**src/rtl/i2s_state.sv**
```systemverilog
// i2s_state: self-contained I2S transmitter that streams an internal square-wave
// test tone as a stereo 16-bit stream (32-slot frame: 16 left + 16 right).
//
// Ports:
//   clk      in  system clock, rising edge
//   reset    in  synchronous, active-high reset
//   lrclk    out word select (0 = left, 1 = right)
//   i2s_sclk out serial bit clock (SCLK_HALF clk cycles per half period)
//   i2s_data out serial data, MSB first, one-bit I2S delay after lrclk change
//
// Also contains square_wave_gen, the tone source.
//
// square_wave_gen ports:
//   clk      in  system clock
//   reset    in  synchronous, active-high reset
//   sq_wave  out square wave toggling every CLK_FREQ/(2*OUT_FREQ) cycles

module square_wave_gen #(
  parameter int CLK_FREQ = 1_000_000,
  parameter int OUT_FREQ = 50_000
) (
  input  logic clk,
  input  logic reset,
  output logic sq_wave
);

  localparam int HALF = CLK_FREQ / (2 * OUT_FREQ);
  localparam int CW   = (HALF > 1) ? $clog2(HALF) : 1;

  logic [CW-1:0] cnt_q;
  logic          sq_q;

  always_ff @(posedge clk) begin
    if (reset) begin
      cnt_q <= '0;
      sq_q  <= 1'b0;
    end else if (cnt_q == CW'(HALF - 1)) begin
      cnt_q <= '0;
      sq_q  <= ~sq_q;
    end else begin
      cnt_q <= cnt_q + 1'b1;
    end
  end

  assign sq_wave = sq_q;

endmodule

// state | meaning
// IDLE  | after reset, waiting for the first sclk falling edge
// LEFT  | slots 1..15 (and slot 0), lrclk low
// RIGHT | slots 16..31, lrclk high
module i2s_state #(
  parameter int          CLK_FREQ  = 1_000_000,
  parameter int          TONE_FREQ = 1_000,
  parameter int          SCLK_HALF = 4,
  parameter logic [15:0] AMPLITUDE = 16'h4000
) (
  input  logic clk,
  input  logic reset,
  output logic lrclk,
  output logic i2s_sclk,
  output logic i2s_data
);

  localparam int DW = (SCLK_HALF > 1) ? $clog2(SCLK_HALF) : 1;

  typedef enum logic [1:0] {
    IDLE  = 2'd0,
    LEFT  = 2'd1,
    RIGHT = 2'd2
  } state_t;

  state_t        state_q;
  logic [DW-1:0] div_cnt_q;
  logic          sclk_q;
  logic [4:0]    slot_cnt_q;
  logic [4:0]    slot_cnt_d;
  logic [31:0]   shift_q;
  logic          lrclk_q;
  logic          sq_wave;
  logic          div_wrap;
  logic          fall_evt;
  logic [15:0]   sample;

  square_wave_gen #(
    .CLK_FREQ(CLK_FREQ),
    .OUT_FREQ(TONE_FREQ)
  ) u_tone (
    .clk    (clk),
    .reset  (reset),
    .sq_wave(sq_wave)
  );

  always_comb begin
    div_wrap   = (div_cnt_q == DW'(SCLK_HALF - 1));
    // The cycle on which sclk is registered going 1 -> 0.
    fall_evt   = div_wrap && sclk_q;
    slot_cnt_d = slot_cnt_q + 5'd1;
    sample     = sq_wave ? AMPLITUDE : 16'(~AMPLITUDE + 16'd1);
  end

  always_ff @(posedge clk) begin
    if (reset) begin
      state_q    <= IDLE;
      div_cnt_q  <= '0;
      sclk_q     <= 1'b0;
      slot_cnt_q <= '0;
      shift_q    <= '0;
      lrclk_q    <= 1'b0;
    end else begin
      if (div_wrap) begin
        div_cnt_q <= '0;
        sclk_q    <= ~sclk_q;
      end else begin
        div_cnt_q <= div_cnt_q + 1'b1;
      end

      if (fall_evt) begin
        slot_cnt_q <= slot_cnt_d;

        case (state_q)
          IDLE: begin
            state_q <= LEFT;
            lrclk_q <= 1'b0;
          end
          LEFT: begin
            if (slot_cnt_d == 5'd16) begin
              state_q <= RIGHT;
              lrclk_q <= 1'b1;
            end
          end
          RIGHT: begin
            if (slot_cnt_d == 5'd0) begin
              state_q <= LEFT;
              lrclk_q <= 1'b0;
            end
          end
          default: begin
            state_q <= IDLE;
            lrclk_q <= 1'b0;
          end
        endcase

        // Load lands in slot 1 so the MSB trails lrclk by one bit; the right
        // LSB therefore falls in slot 0 of the next frame.
        if (slot_cnt_d == 5'd1) begin
          shift_q <= {sample, sample};
        end else begin
          shift_q <= {shift_q[30:0], 1'b0};
        end
      end
    end
  end

  assign lrclk    = lrclk_q;
  assign i2s_sclk = sclk_q;
  // Data is the shift register MSB, so it only moves on falling-edge events.
  assign i2s_data = shift_q[31];

endmodule

```
**config.mk**
```make
export PLATFORM = sky130hd
export DESIGN_NAME = i2s_state
export DESIGN_NICKNAME = d
export VERILOG_FILES = /design/src/rtl/i2s_state.sv
export SDC_FILE = /design/constraint.sdc
export NUM_CORES = 1
export LEC_CHECK = 0
export ABC_AREA = 1
export BUFFER_PORTS_ARGS = -buffer_cell sky130_fd_sc_hd__buf_2
export CAP_MARGIN = 20
export CORE_MARGIN = 3
export CORE_UTILIZATION = 60
export DETAILED_ROUTE_END_ITERATION = 7
export PLACE_DENSITY = 0.77
export SYNTH_ARGS = -nofsm -noshare
export SYNTH_HDL_FRONTEND = slang
export SYNTH_SLANG_ARGS = --single-unit
export TNS_END_PERCENT = 5
```
**constraint.sdc**
```tcl
create_clock -name clk -period 3.5 [get_ports clk]
set_input_delay 0.875 -clock clk [delete_from_list [all_inputs] [get_ports clk]]
set_output_delay 0.875 -clock clk [all_outputs]
set_load 0.005 [all_outputs]
```
### Word level (Yosys, flattened, before mapping)

Cells that the tools add are included.
Widths: inputs -> output; s select.

| word-level totals | value |
|---|---|
| register bits after elaboration | 53 |
| latch bits | 0 |
| RAM bits | 0 |
| bits in read-only memories | 0 |
| input bits | 2 |
| output and inout bits | 3 |
| word-level logic and storage cells | 35 |
| memories kept | 0 |

| operators by class | value |
|---|---|
| add/sub/neg operators | 3 |
| multipliers | 0 |
| div/mod/pow operators | 0 |
| $lt $le $gt $ge | 0 |
| equal/unequal tests | 8 |
| shift-type cells | 0 |
| multiplexer cells | 8 |
| bitwise gates (word level) | 2 |
| reduce and logical (&&, ||, !) cells | 6 |

Operators by type and width:

| cell | count |
|---|---|
| $mux 32 | 1 |
| $mux 16 | 1 |
| $add 9x1->9 const B | 1 |
| $eq 9x9->1 const B | 1 |
| $pmux 2 s3 | 1 |
| $add 5x1->5 const B | 1 |
| $eq 5x1->1 const B | 1 |
| $eq 5x5->1 const B | 1 |
| $logic_not 5->1 | 1 |
| $eq 2x2->1 const B | 2 |
| $mux 2 | 2 |
| $ne 2x2->1 const B | 2 |
| $reduce_or 2->1 | 2 |
| $reduce_and 3->1 | 1 |
| $add 2x1->2 const B | 1 |
| $eq 2x1->1 const B | 1 |
| $logic_not 2->1 | 1 |
| $mux 1 | 2 |
| $not 1->1 | 2 |
| $pmux 1 s2 | 1 |
| $logic_and 1x1->1 | 1 |

### Longest topological paths before layout

Gate-level depths: netlist of the first run.

| logic depth | value |
|---|---|
| depth in word-level cells | 4 |
| depth in mapped cells | 11 |
| mapped depth without buffers | 11 |

### Cells and area by module

A second synthesis of the first run with hierarchy kept.

| second synthesis, totals | value |
|---|---|
| cell total of the unflattened synthesis | 209 |
| area total of the unflattened synthesis | 1734.2 um^2 |

By module, submodules not included:

| module | times used | cells an instance | area each (um^2) | seq. area each (um^2) |
|---|---|---|---|---|
| i2s_state | 1 | 135 | 1196.1 | 560.5 |
| square_wave_gen | 1 | 74 | 538.0 | 200.2 |

### Least setup slack after synthesis of the first run

Ideal clock, no wire load.

| timing | value |
|---|---|
| path kind | input -> register |
| start | input port reset |
| end | register slot_cnt_q[4] |
| setup time | 0.075 ns |
| data arrival time | 1.542 ns |
| data required time | 3.425 ns |
| slack | 1.883 ns |
| stages | 4 |
| buffers on the path | 1 |
| cell sequence | inv_2 -> nand2_1 -> buf_4 -> o22ai_1 |

RTL lines:

| element | line | source |
|---|---|---|
| from (decl) | 60 | `input logic reset,` |
| to (signal assigned) | 120 | `slot_cnt_q <= slot_cnt_d;` |
| to (decl) | 77 | `logic [4:0] slot_cnt_q;` |

### Worst setup path after layout of the first run

| timing | value |
|---|---|
| start | register u_tone.cnt_q[0] |
| end | register u_tone.cnt_q[7] |

| between the ends | value |
|---|---|
| word-level cells in the longest chain between the ends | 2 |
| elaborated cells on any way between the ends | 3 |
| those cells by class | add/sub: 1; eq/ne: 1; reduce/logical: 1 |

Ends and longest elaborated chain:

| element | line | source |
|---|---|---|
| from (decl) | 30 | `logic [CW-1:0] cnt_q;` |
| from (signal assigned) | 41 | `cnt_q <= cnt_q + 1'b1;` |
| branches (longest 2 deep; another with $add 9x1->9) | - |  |

Several ways; the timed one is not identified.
A chain may end at the register's enable or synchronous reset.

==> results.ini, run 1 <==
[run_status]
status=finished clean

[clock_network]
cts_tree=built
cts_max_path_buffers=2
post_cts_buffers=0
cts-root-buf=clkbuf_4
htreeDepth=2
cts_hold_buf=0
clkTransAtPathRegs_ps=120
cts_inserted_buffers=5
clkLatencyLatePin_ps=340
cts_sinks=38
cts_resized=0

[critical_path]
cp-end-kind=flip-flop
critPathBufInv=1
cp.arrival_ps=2010
worstSetupPathType=flip-flop to flip-flop
cp_slowest_stage_delay_ps=400
cp_slowest_cell=dfxtp_1
cp_max_fo=9
startpoint_type=flip-flop
crit_family=simple AND/OR/NAND/NOR gates
required_ps=3740
worstPathCellList=ha_1 -> inv_1 -> or2_1 -> nor3_1 -> nand3_1 -> nand2_1 -> a21oi_1 -> o21a_1

[logic_synthesis]
synth_seq_cells=38
netlist_area_um2=1610
ys_seq_area_share_pct=47.2
synth_nets=198
synthTopCellsByArea=dfxtp_1 (47%), inv_1 (8.2%), o22ai_2 (7.8%)
synth.largest_area_cell=dfxtp_1
postSynthAreaPerCell_um2=8.44
yosysUniqueCellTypes=26
synthCells=191
ys_warn_count=0
yosysTopAreaCellShare_pct=47.2

[pwr]
power_frac_comb_pct=6.3
p_per_area_nw_per_um2=431
switching_share_pct=24.6
switchingPower_uw=182
leakagePower_uw=0.000683
pwr-share-seq_pct=61.5
pwr-share-clk_pct=32.2
vdd_drop_max_uv=292
p_int_uw=556
finalPower_uw=738

[drt]
drc_errors=0
drt_iter0_drc=38
dr.pass1.iters=4
dr_total_vias=1228
wl_um=2700
ant_nets=0
avgRoutedWirePerCell_um=11.7
routed_via_density=5.32

[placed_design]
dp_hpwl_um=1960
place.gp.congestion=0.834
port_buffers=4

[timing]
rsz0062_at_grt=false
hold_slack_ps=436
setup_viol_count_final=0
setup_tns_ps=0
slew_headroom_pct=47.2
period_share_pct=50.4
finalHoldViolations=0
fin_crit_ps=1760
worst_clock_skew_ps=9.79
fmax_mhz=567
drv_slew=0
tightest_slew_ps=790

[floorplanning]
ios=5
die-height_um=57.8
coreArea_um2=2520
start_util_pct=63.9
dieArea_um2=3340
rows=18
die_x_um=57.8

[global_route]
met3_usage_pct=6.24
grt.total_usage_pct=19.0
grt_most_used_layer=met2
grt_overflow=0
use_met2_pct=32.3
met1_usage_pct=22.5
first_global_vias=1194
antenna_found_initial=0
grt_pass1_wl_um=4930
grt_max_degree=20

[final_layout]
multi_input_area_um2=689
drive_gt1_share_pct=16.9
register_area_um2=761
layout.nets=207
n_antenna_cell=0
fillers=211
synthToLayoutAreaGrowth_pct=6.13

[run]
drv_cap=0

[min_path]
hold_class=flip-flop to flip-flop

[registers in the layout, indices dropped and copies added, names as in the netlist]
name / count
shift_q: 18
u_tone.sq_wave: 1
slot_cnt_q: 5
u_tone.cnt_q: 9
div_cnt_q: 2
i2s_sclk: 1
state_q: 2
[per-stage QoR]
step                worst slack, ps  util, %  instance area [um^2]  instances
floorplan                      1880        -                  1610        191
global placement               1510     65.3                  1650        223
detailed placement             1420     65.3                  1650        223
CTS                            1720     67.8                  1710        231
global route                   1520     67.8                  1710        231
finish                         1740     67.8                  1710        231
[cells in the final DEF (no fill, tap or decap), types with 2 or more instances in the layout]
| master | synthesis | final |
|---|---|---|
| nor2_4 | 2 | 2 |
| inv_1 | 35 | 35 |
| nor2_1 | 17 | 17 |
| nand4_1 | 3 | 3 |
| or2_2 | 2 | 2 |
| nand2_1 | 27 | 27 |
| nand2_2 | 4 | 4 |
| ha_1 | 5 | 5 |
| clkbuf_4 | 0 | 5 |
| inv_2 | 2 | 2 |
| nor3_1 | 3 | 3 |
| o21ai_0 | 3 | 3 |
| o22ai_1 | 6 | 6 |
| buf_2 | 0 | 4 |
| o21a_1 | 3 | 3 |
| a21oi_1 | 11 | 11 |
| nand3_1 | 11 | 11 |
| dfxtp_1 | 38 | 38 |
| o22ai_2 | 10 | 10 |
[final cells by class]
cell class	instances	share of cell area, %
Sequential cell	38	44.5
Multi-Input combinational cell	114	40.3
Inverter	37	8.12
Clock buffer	6	3.00
Tap cell	30	2.19
Timing Repair Buffer	4	1.17
Clock inverter	2	0.732
[final timing paths]
| kind | from | to | slack (ps) | cells after the start |
|---|---|---|---|---|
| hold / removal | div_cnt_q[0]$_SDFF_PP0_ | div_cnt_q[0]$_SDFF_PP0_ | 440 | 1 |
| hold reg to reg | div_cnt_q[0]$_SDFF_PP0_ | div_cnt_q[0]$_SDFF_PP0_ | 440 | 1 |
| setup reg to reg | u_tone.cnt_q[0]$_SDFF_PP0_ | u_tone.cnt_q[7]$_SDFF_PP0_ | 1740 | 8 |
| setup / recovery | u_tone.cnt_q[0]$_SDFF_PP0_ | u_tone.cnt_q[7]$_SDFF_PP0_ | 1740 | 8 |
[worst register-to-register path: stages, from the launching register on]
cell and delay [ps]:
dfxtp_1 400, ha_1 160, inv_1 60, or2_1 230, nor3_1 160, nand3_1 160
nand2_1 290, a21oi_1 90, o21a_1 110
[power groups by stage]
stage | sequential, uW | clock, uW | combinational (uW)
final | 454 | 238 | 46.7
after detailed placement | 463 | 0 | 47.0
after floorplan | 460 | 0 | 37.5
after CTS | 453 | 244 | 46.9
after global routing | 456 | 260 | 54.3
after global placement | 462 | 0 | 43.8
[cells in the mapped netlist]
cell	number
nor3b_1	1
nand2_1	27
nor3_1	3
o211ai_1	1
a21oi_1	11
xnor2_1	1
o21bai_2	1
o21ai_1	1
o22ai_1	6
dfxtp_1	38
o22ai_2	10
buf_8	1
or2_1	1
nand4_1	3
nand2_2	4
nand2_4	1
inv_2	2
o21ai_0	3
o21a_1	3
nand3_1	11
nor2_4	2
buf_4	1
ha_1	5
inv_1	35
nor2_1	17
or2_2	2
[per-layer routing]
metal	up-vias	wire length, um	share of wire (%)
met2	23	1270	47
met5	-	0	0
met1	569	1300	48
met3	5	106	3.9
met4	0	27	1.0
li1	631	-	-
[logic make-up (layout without fill, tap and decap cells)]
group / Yosys count / after routing / share of synthesized area [%]
buffers and inverters: 39 / 49 / 10.0
xor gates and xnor gates: 1 / 1 / 0.544
and+or+nand+nor: 72 / 72 / 21.0
DFF: 38 / 38 / 47.2
AOI/OAI and AO/OA: 36 / 36 / 17.3
adders and majority gates: 5 / 5 / 3.88
No activity file was read; power rests on OpenSTA's default activity.
==> run 2, diff against run 1 <==
--- a/config.mk
+++ b/config.mk
@@ -9,9 +9,9 @@
 export BUFFER_PORTS_ARGS = -buffer_cell sky130_fd_sc_hd__buf_2
 export CAP_MARGIN = 20
 export CORE_MARGIN = 3
-export CORE_UTILIZATION = 60
+export CORE_UTILIZATION = 54
 export DETAILED_ROUTE_END_ITERATION = 7
-export PLACE_DENSITY = 0.77
+export PLACE_DENSITY = 0.73
 export SYNTH_ARGS = -nofsm -noshare
 export SYNTH_HDL_FRONTEND = slang
 export SYNTH_SLANG_ARGS = --single-unit
==> constraint.sdc (replaced) <==
create_clock -name clk -period 1.5 [get_ports clk]
set_input_delay 0.375 -clock clk [delete_from_list [all_inputs] [get_ports clk]]
set_output_delay 0.375 -clock clk [all_outputs]
set_load 0.005 [all_outputs]
==> run 2 against run 1 <==
Effect of this change: die area grew 9.9%; combinational power rose to 3.0 times the previous value; sequential power up 130%; hold slack worse by 160 ps; clock power grew to 2.9 times the previous value; flip-flop and latch count unchanged; cell count up 4.3%; routed wire length is 0.85% higher; core utilization is 1.8 points lower; maximum frequency up 20%; global-route usage is 1.4 points lower; count of clock-buffer cells in the layout down 1; largest cell class unchanged.
==> results.ini, run 2 (same netlist as run 1, synthesis figures left out) <==
[critical_path]
cp-end-kind=flip-flop  ; unchanged
cp_max_fo=3  ; was 9
startpoint_type=flip-flop  ; unchanged
worstSetupPathType=flip-flop to flip-flop  ; unchanged
required_ps=1790  ; was 3740 ps
cp.arrival_ps=1770  ; was 2010 ps

[timing]
fin_ws_ps=25.9  ; was 1740 ps
worst_clock_skew_ps=10.3  ; was 9.79 ps
hold_slack_ps=281  ; was 436 ps
rsz0062_at_grt=true  ; was false
tightest_slew_ps=227  ; was 790 ps
finalHoldViolations=0  ; unchanged
fmax_mhz=678  ; was 567 MHz
slew_headroom_pct=84.8  ; was 47.2%
period_share_pct=98.3  ; was 50.4%
setup_tns_ps=0  ; unchanged
drv_slew=0  ; unchanged
fin_crit_ps=1470  ; was 1760 ps
setup_viol_count_final=0  ; unchanged

[floorplanning]
start_util_pct=57.4  ; was 63.9%
die-height_um=60.6  ; was 57.8 um
ios=5  ; unchanged
die_x_um=60.6  ; was 57.8 um
dieArea_um2=3680  ; was 3340 um^2
coreArea_um2=2810  ; was 2520 um^2
rows=19  ; was 18

[final_layout]
largest_register_ffs=18  ; unchanged
n_antenna_cell=0  ; unchanged
stdcell_area_um2=1850  ; was 1710 um^2
layout.nets=216  ; was 207
multi_input_area_um2=729  ; was 689 um^2
drive_gt1_share_pct=25.2  ; was 16.9%
largest_registers=shift_q: 18 flops, u_tone.cnt_q: 9 flops, slot_cnt_q: 5 flops  ; unchanged
final_cell_mix=inv_1 (35), dfxtp_1 (33), nand2_1 (26)  ; was dfxtp_1 (38), inv_1 (35), nand2_1 (27)
fillers=238  ; was 211
layout_commonest_cell=inv_1  ; was dfxtp_1
regMostFlops=shift_q  ; unchanged
synthToLayoutAreaGrowth_pct=14.9  ; was 6.13%
register_area_um2=767  ; was 761 um^2

[pwr]
vdd_drop_max_uv=718  ; was 292 uV
leakagePower_uw=0.000727  ; was 0.000683 uW
p_per_area_nw_per_um2=1020  ; was 431 nW/um^2

[clock_network]
cts-root-buf=clkbuf_4  ; unchanged
clkTransAtPathRegs_ps=120  ; about the same
clkLatencyLatePin_ps=350  ; was 340 ps
cts_max_path_buffers=2  ; unchanged
htreeDepth=2  ; unchanged
cts_tree=built  ; unchanged
post_cts_buffers=0  ; unchanged
cts_inserted_buffers=5  ; unchanged
cts_sinks=38  ; unchanged

[drt]
drc_errors=0  ; unchanged
drt-met1-wl_um=1310  ; was 1300 um
avgRoutedWirePerCell_um=11.3  ; was 11.7 um
route.top_layer_used=met4  ; unchanged
met2_length_um=1270  ; about the same
dr_total_vias=1256  ; was 1228
dr.pass1.iters=4  ; unchanged
ant_nets=0  ; unchanged
met3WireLength_um=93  ; was 106 um
routed_via_density=5.21  ; was 5.32
drt_iter0_drc=46  ; was 38
wl_um=2720  ; was 2700 um

[placed_design]
dp_hpwl_um=2010  ; was 1960 um
place.gp.congestion=0.753  ; was 0.834
post_dp_cell_area_um2=1730  ; was 1650 um^2
port_buffers=4  ; unchanged
pre_cts_ws_ps=-10.5  ; was 1420 ps

[run]
drv_cap=0  ; unchanged

[global_route]
antenna_found_initial=0  ; unchanged
first_global_vias=1181  ; was 1194
grt.total_usage_pct=17.6  ; was 19.0%
grt_max_degree=15  ; was 20
grt_overflow=0  ; unchanged
grt_pass1_wl_um=4760  ; was 4930 um

[min_path]
hold_class=primary input to flip-flop  ; was flip-flop to flip-flop

[run_status]
status=finished clean  ; unchanged

[run 2: changes by cell type in the layout (fill, tap and decap cells not counted), moves of 2 or more]
cell	delta
buf_4	+7
dfxtp_1	-5
dfxtp_2	+5
buf_6	+2
[run 2: power by group]
part	switching, uW	internal (uW)
combinational	83.6	57.5
sequential	18.2	1040
clock	352	350
[run 2: final timing paths]
| check | slack (ps) | from | depth (start not counted) | to |
|---|---|---|---|---|
| setup reg to reg | 30 | u_tone.cnt_q[1]$_SDFF_PP0_ | 8 | u_tone.sq_wave$_SDFFE_PP0P_ |
| hold reg to reg | 440 | div_cnt_q[0]$_SDFF_PP0_ | 1 | div_cnt_q[0]$_SDFF_PP0_ |
| setup / recovery | 30 | u_tone.cnt_q[1]$_SDFF_PP0_ | 8 | u_tone.sq_wave$_SDFFE_PP0P_ |
| hold / removal | 280 | reset | 2 | div_cnt_q[0]$_SDFF_PP0_ |
[run 2: critical path, stage by stage (launching register included)]
cell and delay, ps:
dfxtp_2 360, ha_1 130, inv_1 60, or2_1 230, nor3_2 110, nand3_1 130, buf_4 160, a21oi_2 110
o21a_1 130
[run 2: metrics by stage]
step / utilization (%) / instances / total power (uW)
3_3_place_gp: 61.6 / 233 / 1200
6_report: 66.0 / 241 / 1900
5_1_grt: 66.0 / 241 / 1990
4_1_cts: 64.9 / 241 / 1910
3_5_place_dp: 61.6 / 233 / 1210
2_1_floorplan: - / 191 / 1160
[run 2: what timing repair did]
action	4_1_cts	5_1_grt
hold buffers	0	0
gates resized for setup	3	8
setup endpoints to repair	10	26
pin swaps	0	1
[run 2: layout make-up]
cell class	count	share of cell area, %
inverters	37	7.50
clock buffers	5	2.03
well taps	31	2.09
multi-input cells	114	39.4
repair buffers	13	5.14
clock inverters	3	2.43
flip-flops and latches	38	41.4
[run 2: layer usage]
metal / vias to the layer above / GRT usage (%)
li1: 651 / -
met4: 0 / 7.43
met5: - / 0
met3: 4 / 5.74
met2: 18 / 28.5
met1: 583 / 21.4
